## src/rtl/golden_nonce_check_pkg.sv

```systemverilog
// Shared miner definitions: FSM encoding, default digest geometry and the zero-count width.
package golden_nonce_check_pkg;

  localparam int WORD_W_DEF    = 32;
  localparam int NUM_WORDS_DEF = 8;
  localparam int ZCNT_W        = 9;

  typedef enum logic [1:0] {
    IDLE  = 2'd0,
    SCAN  = 2'd1,
    FOUND = 2'd2
  } state_t;

endpackage

```

## src/rtl/golden_nonce_check_clz.sv

```systemverilog
// Combinational leading-zero count of one hash word; an all-zero word counts WORD_W.
module clz_word #(
  parameter int WORD_W = 32,
  parameter int CNT_W  = $clog2(WORD_W + 1)
) (
  input  logic [WORD_W-1:0] word,
  output logic [CNT_W-1:0]  count
);

  // Scanning upward lets the highest set bit win the final assignment.
  always_comb begin
    count = CNT_W'(WORD_W);
    for (int i = 0; i < WORD_W; i++) begin
      if (word[i]) count = CNT_W'(WORD_W - 1 - i);
    end
  end

endmodule

```

## src/rtl/golden_nonce_check.sv

```systemverilog
// Captures a digest, counts its leading zero bits one word per cycle over a fixed
// NUM_WORDS-cycle scan, and holds the nonce when the count meets the captured target.
module golden_nonce_check
  import golden_nonce_check_pkg::*;
#(
  parameter int WORD_W    = WORD_W_DEF,
  parameter int NUM_WORDS = NUM_WORDS_DEF
) (
  input  logic              clk,
  input  logic              rst_n,
  input  logic              hash_valid,
  output logic              hash_ready,
  input  logic [WORD_W-1:0] hash_nonce,
  input  logic [WORD_W-1:0] h1,
  input  logic [WORD_W-1:0] h2,
  input  logic [WORD_W-1:0] h3,
  input  logic [WORD_W-1:0] h4,
  input  logic [WORD_W-1:0] h5,
  input  logic [WORD_W-1:0] h6,
  input  logic [WORD_W-1:0] h7,
  input  logic [WORD_W-1:0] h8,
  input  logic [7:0]        target_zeros,
  output logic              found,
  output logic [WORD_W-1:0] golden_nonce,
  output logic [WORD_W-1:0] golden_top,
  input  logic              result_ack,
  output logic [31:0]       hashes_done,
  output logic              drop_err
);

  localparam int IDX_W = (NUM_WORDS > 1) ? $clog2(NUM_WORDS) : 1;
  localparam int LZ_W  = $clog2(WORD_W + 1);
  localparam logic [IDX_W-1:0] LAST_IDX = IDX_W'(NUM_WORDS - 1);

  state_t             state_q, state_d;
  logic [WORD_W-1:0]  in_words [8];
  logic [WORD_W-1:0]  words_q  [NUM_WORDS];
  logic [WORD_W-1:0]  nonce_q;
  logic [7:0]         target_q;
  logic [IDX_W-1:0]   idx_q;
  logic               seen_nz_q;
  logic [ZCNT_W-1:0]  zcnt_q, zcnt_d;
  logic [LZ_W-1:0]    word_lz;
  logic [WORD_W-1:0]  cur_word;
  logic               accept, last_word, pass;

  assign in_words = '{h1, h2, h3, h4, h5, h6, h7, h8};
  assign cur_word = words_q[idx_q];

  clz_word #(
    .WORD_W (WORD_W),
    .CNT_W  (LZ_W)
  ) u_clz (
    .word  (cur_word),
    .count (word_lz)
  );

  // Once a nonzero word has been seen, later words contribute nothing.
  assign zcnt_d    = seen_nz_q ? zcnt_q : zcnt_q + ZCNT_W'(word_lz);
  assign pass      = zcnt_d >= ZCNT_W'(target_q);
  assign last_word = (idx_q == LAST_IDX);

  always_comb begin
    state_d    = state_q;
    hash_ready = 1'b0;
    found      = 1'b0;
    accept     = 1'b0;
    case (state_q)
      IDLE: begin
        hash_ready = 1'b1;
        if (hash_valid) begin
          accept  = 1'b1;
          state_d = SCAN;
        end
      end
      SCAN: begin
        if (last_word) state_d = pass ? FOUND : IDLE;
      end
      FOUND: begin
        found = 1'b1;
        if (result_ack) state_d = IDLE;
      end
      default: state_d = IDLE;
    endcase
  end

  always_ff @(posedge clk or negedge rst_n) begin
    if (!rst_n) state_q <= IDLE;
    else        state_q <= state_d;
  end

  always_ff @(posedge clk or negedge rst_n) begin
    if (!rst_n) begin
      for (int i = 0; i < NUM_WORDS; i++) words_q[i] <= '0;
      nonce_q      <= '0;
      target_q     <= '0;
      idx_q        <= '0;
      seen_nz_q    <= 1'b0;
      zcnt_q       <= '0;
      golden_nonce <= '0;
      golden_top   <= '0;
      hashes_done  <= '0;
      drop_err     <= 1'b0;
    end else begin
      if (hash_valid && !hash_ready) drop_err <= 1'b1;
      if (accept) begin
        for (int i = 0; i < NUM_WORDS; i++) words_q[i] <= in_words[i];
        nonce_q   <= hash_nonce;
        target_q  <= target_zeros;
        idx_q     <= '0;
        seen_nz_q <= 1'b0;
        zcnt_q    <= '0;
      end else if (state_q == SCAN) begin
        zcnt_q <= zcnt_d;
        idx_q  <= idx_q + IDX_W'(1);
        if (cur_word != '0) seen_nz_q <= 1'b1;
        if (last_word) begin
          hashes_done <= hashes_done + 32'd1;
          if (pass) begin
            golden_nonce <= nonce_q;
            golden_top   <= words_q[0];
          end
        end
      end
    end
  end

endmodule

```

## config.mk

```make
export PLATFORM = sky130hd
export DESIGN_NAME = golden_nonce_check
export DESIGN_NICKNAME = d
export VERILOG_FILES = /design/src/rtl/golden_nonce_check_pkg.sv /design/src/rtl/golden_nonce_check_clz.sv /design/src/rtl/golden_nonce_check.sv
export SDC_FILE = /design/constraint.sdc
export NUM_CORES = 1
export LEC_CHECK = 0
export BUFFER_PORTS_ARGS = -buffer_cell sky130_fd_sc_hd__buf_2
export CAP_MARGIN = 30
export CORE_UTILIZATION = 55
export CTS_CLUSTER_DIAMETER = 60
export DETAILED_ROUTE_END_ITERATION = 6
export PLACE_DENSITY = 0.9
export SLEW_MARGIN = 5
export SYNTH_ARGS = -nofsm -noshare
export SYNTH_HDL_FRONTEND = slang
export SYNTH_SLANG_ARGS = --single-unit
```

## constraint.sdc

```tcl
create_clock -name clk -period 6.6 [get_ports clk]
set_input_delay 0.33 -clock clk [delete_from_list [all_inputs] [get_ports clk]]
set_output_delay 0.33 -clock clk [all_outputs]
set_load 0.02 [all_outputs]
```

# Yosys cells after proc, flatten, opt, wreduce, memory -nomap -nowiden
# Index checks and enable logic that the tools add are counted.
# word_totals
register_bits,408
elab_cells,93
# classes
n_addsub,3
order_cmp,2
eq_ne,6
muxes,52
bitwise_logic,2
reduce_logical,10
# ops
operator,count
$mux W6,32
$bmux W32 S3,1
$mux W32,2
$add A32 B1 Y32 const B,1
$reduce_bool A32 Y1,1
$mux W9,3
$add A9 B6 Y9,1
$ge A9 B8 Y1,1
$mux W2,4
$mux W1,7
$mux W3,2
$ne A2 B2 Y1 const B,3
$pmux W2 S3,1
$reduce_and A3 Y1,2
$ge A4 B4 Y1 const B,1
$not A3 Y4,1
$reduce_and A4 Y1,1
$reduce_bool A2 Y1,2
$add A3 B1 Y3 const B,1
$eq A3 B3 Y1 const B,1
$eq A2 B1 Y1 const B,1
$eq A2 B2 Y1 const B,1
$logic_not A2 Y1,1
$reduce_and A2 Y1,1
3 further kinds,3

# Depth between registers and ports, before layout
# depth
depth_word,42
ltp_mapped,25
depth_no_buf,20

# Cells and area by module
# From an unflattened synthesis, not the netlist that was laid out.
# hier_totals
hier_cells,1895
area_unflattened_um2,18570.3
# by_module_without_submodules
mod,instances,cells_per_inst,area_per_inst_um2
golden_nonce_check,1,1830,18202.5
clz_word,1,65,367.9

# Worst setup path after synthesis
# Ideal clock, no wire load.
# synth_timing
kind,register -> register
startpoint,register idx_q[0]
endpoint,register golden_nonce[0]
setup_time_ns,0.125
arrival_ns,4.881
path_slack_ns,1.594
stages_incl_launch_ff,26
path_buffers,6
path_cell_list,dfrtp_1 buf_6 buf_4 buf_4 buf_2 mux4_2 nor4_1 a21oi_1 o22ai_1 a211o_1 nand2_1 ha_1 fa_1 a21o_1 a21oi_1 o21bai_1 a21oi_1 nor2_1 xor2_1 ha_1 a21o_1 a31oi_1 o2bb2ai_1 buf_2 buf_2 mux2_2
# synth_via
elab_chain_cells,40
elab_cells_between_ends,41
# synth_lines
element,line_no,text
from (decl),golden_nonce_check.sv:40,logic [IDX_W-1:0] idx_q;
from (signal assigned),golden_nonce_check.sv:115,idx_q <= idx_q + IDX_W'(1);
$not A3 Y4 (implied by the code),golden_nonce_check.sv:48,assign cur_word = words_q[idx_q];
$bmux W32 S3,golden_nonce_check.sv:48,
$mux W32 (implied by the code) (2 in series),golden_nonce_check.sv:48,
$mux W6 (32 in series),golden_nonce_check_clz.sv:14,if (word[i]) count = CNT_W'(WORD_W - 1 - i);
$add A9 B6 Y9,golden_nonce_check.sv:59,assign zcnt_d = seen_nz_q ? zcnt_q : zcnt_q + ZCNT_W'(word_lz);
$mux W9,golden_nonce_check.sv:59,
$ge A9 B8 Y1,golden_nonce_check.sv:60,assign pass = zcnt_d >= ZCNT_W'(target_q);
$reduce_and A4 Y1 (no source line) (*),n/a,
to (signal assigned),golden_nonce_check.sv:120,golden_nonce <= nonce_q;
to (decl),golden_nonce_check.sv:24,"output logic [WORD_W-1:0] golden_nonce,"
# Mark *: on every way between the ends. The rest lies on a longest branch, timed or not. The select of a mux whose other input is x is not followed.
# A chain may end at the register's enable or synchronous reset.

# Worst setup path in the final report
# layout_timing
startpoint,register idx_q[0]
endpoint,register golden_top[14]
# layout_via
elab_chain_cells,40
elab_cells_between_ends,41
# layout_lines
element,line_no,text
$not A3 Y4 (implied by the code),golden_nonce_check.sv:48,
$bmux W32 S3,golden_nonce_check.sv:48,
$mux W32 (implied by the code) (2 in series),golden_nonce_check.sv:48,
$mux W6 (32 in series),golden_nonce_check_clz.sv:14,
$add A9 B6 Y9,golden_nonce_check.sv:59,
$mux W9,golden_nonce_check.sv:59,
$ge A9 B8 Y1,golden_nonce_check.sv:60,
$reduce_and A4 Y1 (no source line) (*),n/a,
to (signal assigned),golden_nonce_check.sv:121,golden_top <= words_q[0];
to (decl),golden_nonce_check.sv:25,"output logic [WORD_W-1:0] golden_top,"
# Marked as above.

==> flow_summary_export.csv <==
group,metric,value,unit
layout,area_delta_synth_final,26.82,%
worst_setup_path,cp_common_cell,"a21oi_1",
routing,via_per_inst,5.737,
hold_path,worstHoldPathType,"in2reg",
die,die_area,34870,sq um
die,ioPinCount,399,
sta,fin_setup_tns,0,ns
global_route,grt.total_usage,33.20,%
worst_setup_path,crit_fanout,47,
power_and_ir_drop,peakVddDrop,246.4,uV
synth,syn_avg_cell_area,9.802,sq um
synth,yosys.cell_types.count,62,
global_route,grt_pass1_vias,16870,
power_and_ir_drop,pwr_density_cell,475.9,nW/um^2
die,num_rows,67,
layout,utilization,70.99,%
layout,nNetsFinal,2732,
die,start_util,55.98,%
outcome,status,"finished, final reports clean",
sta,worst_pin_slew,1.200,ns
sta,setup_viol,0,
clocking,cts_setup_buffers,0,
layout,seqCellArea,10220,sq um
synth,ys_top_cells_by_area,"dfrtp_1 (54%), nand2_1 (18%), mux4_2 (5.2%)",
synth,syn_nets,2233,
worst_setup_path,critical-path-slowest-cell,"dfrtp_4",
sta,finalHoldViolations,0,
worst_setup_path,crit_path_end_kind,"flop",
sta,rsz0062_at_grt,"no",
synth,synth_top_area_cell,"dfrtp_1",
clocking,cts_max_path_buffers,3,
synth,synth_edf_count,0,
worst_setup_path,required,7.01,ns
clocking,cts_num_sinks,408,
sta,max_slew_margin,20.01,%
global_route,grt_pass1_wl,90690,um
layout,nFillCells,2197,
clocking,cts_max_level,2,
sta,finalMaxSlewViolations,0,
routing,vias,16590,
routing,drtAntennaViolNets,0,
global_route,antenna_found_initial,2,
clocking,cts_root_buf,"clkbuf_16",
synth,syn_inst,1915,
synth,synthFlopType,"dfrtp_1",
synth,synth-seq-cells,408,
die,die_h,186.7,um
sta,fin_crit_sh,94.25,%
sta,fin_worst_skew,0.03389,ns
global_route,grt_max_degree,263,
clocking,numCtsBuffers,41,
sta,period_needed,6.220,ns
worst_setup_path,path_cells,"mux4_1 > mux2i_1 > a21oi_1 > a21oi_1 > or3_1 > o32a_1 > nand2_1 > ha_1 > fa_1 > a21o_1 > a21oi_1 > xnor2_1 > o21ai_0 > ha_1 > nand2_1 > o21ai_0 > a31oi_1 > o2bb2ai_4 > buf_4 > mux2_2",
synth,async_flop_share,100.0,%
placed_design,hpwl,36910,um
synth,synth_area,18770,sq um
clocking,clock_latency,0.55,ns
power_and_ir_drop,p_leak,12.49,nW
routing,detail_route.wl_per_cell,20.02,um
layout,multi_input_area,8018,sq um
sta,max_freq,0.1608,GHz
layout,drive_above_1_share,24.87,%
clocking,cts.reportedPaths.clkPinSlew,0.07,ns
global_route,grt-ovfl-total,0,
sta,hold_ws,0.0004936,ns
worst_setup_path,max_stage_delay,0.92,ns
worst_setup_path,crit_path_start_kind,"flop",
synth,synth_top_area_share,54.39,%
placed_design,io_buffers,398,
synth,synth_seq_area_share,54.39,%
layout,mostFrequentLayoutCell,"nand2_1",
routing,drt_pre_antenna_iters,5,
routing,drc,0,
flow_run,maxCapViolCount,0,
placed_design,gp_congestion,0.9130,
worst_setup_path,worst-endpoint-arrival,6.63,ns
clocking,cts_resized,0,
routing,routed_wirelength,57910,um
die,core_area,33530,sq um
power_and_ir_drop,total_power,11.33,mW
die,die_w,186.7,um
routing,drt_iter0_drc,1796,
synth,yosysWarnings,0,
layout,final_cell_mix,"nand2_1 (919), dfrtp_1 (405), buf_2 (397)",
clocking,cts_tree,"built",
worst_setup_path,critPathKind,"reg2reg",
==> state kept, by name, summed over array words and instances, names as in the netlist <==
register	cells
golden_nonce	32
words_q	256
drop_err	1
idx_q	3
hashes_done	32
golden_top	32
nonce_q	32
zcnt_q	9
target_q	8
state_q	2
seen_nz_q	1
==> cell type report <==
type | count | share of cell area [%]
clock buffers | 61 | 5.098
well taps | 448 | 2.355
flip-flops and latches | 408 | 42.94
repair buffers | 558 | 15.13
diodes | 3 | 0.03154
inverters | 20 | 0.3154
multi-input cells | 1385 | 33.68
clock inverters | 9 | 0.4573
==> worst max-delay path, delay by kind of cell, from the launching register on <==
kind            cells  cell delay, ns
fa+ha+maj           3            0.97
flops               1            0.92
mux                 3            1.41
simple gates        3            0.32
compound gates      9            1.81
xor+xnor            1            0.16
buf+inv             1            0.51
==> synth_stat cells (all sizes together), types with 4 or more instances <==
| library cell | n |
|---|---|
| nor3 | 20 |
| ha | 17 |
| inv | 20 |
| xor2 | 8 |
| a211oi | 4 |
| nand4 | 6 |
| mux2 | 74 |
| o21a | 4 |
| buf | 38 |
| and3 | 10 |
| or3 | 6 |
| nand2b | 10 |
| nand3 | 22 |
| clkbuf | 64 |
| dfrtp | 408 |
| mux2i | 25 |
| nor2b | 12 |
| a21oi | 26 |
| a21o | 5 |
| mux4 | 59 |
| nand2 | 920 |
| o211ai | 5 |
| nor2 | 39 |
| o21ai | 22 |
| xnor2 | 28 |
==> kinds of logic (layout without fill, tap and decap cells) <==
group	after synthesis	in the layout	synth area share, %
buffers and inverters	122	648	3.046
XOR/XNOR	36	36	1.680
other	0	3	0
AO/OA/AOI/OAI	106	106	3.793
AND/OR/NAND/NOR	1067	1067	22.66
multiplexers	158	158	13.19
flip-flops	408	408	54.39
adder cells (fa/ha/maj)	18	18	1.240
==> stage by stage <==
step / cell area, sq um / worst slack [ns] / cells
final: 23810 / 0.3798 / 2892
after floorplan: 18770 / 1.594 / 1915
after global placement: 21030 / 0.7334 / 2676
after global routing: 23800 / 0.03884 / 2891
after CTS: 23770 / 0.5010 / 2888
after detailed placement: 21040 / 0.6207 / 2677
==> repair_timing <==
| item | CTS | global route |
|---|---|---|
| setup endpoints to repair | 0 | 0 |
| endpoints found under the hold margin | 234 | 0 |
| hold buffers | 141 | 0 |
==> metal layers <==
layer	share of wire [%]	vias up	GRT usage, %
met1	39	8047	43.03
met4	5.5	0	16.90
li1	-	7285	-
met5	0	-	0
met3	7.8	239	5.661
met2	48	1021	54.23
==> power breakdown <==
group	total (mW)	switching, mW	internal (mW)	leakage, nW
sequential	4.49	0.952	3.54	5.16
clock	2.33	0.979	1.35	0.652
combinational	4.51	2.57	1.94	6.68
total	11.3	4.50	6.83	12.5
==> worst paths after layout <==
kind | startpoint | endpoint | slack [ns] | cells after the start
min in group asynchronous | rst_n | hashes_done[31] | 0.42 | 2
worst max-delay path | idx_q[0] | golden_top[14] | 0.38 | 20
max in group asynchronous | rst_n | idx_q[1] | 4.75 | 3
worst min register to register | drop_err | drop_err | 0.46 | 1
worst min-delay path | h2[0] | words_q[192] | 0.0005 | 3
worst max register to register | idx_q[0] | golden_top[14] | 0.38 | 20
(Power assumes the default switching activity.)
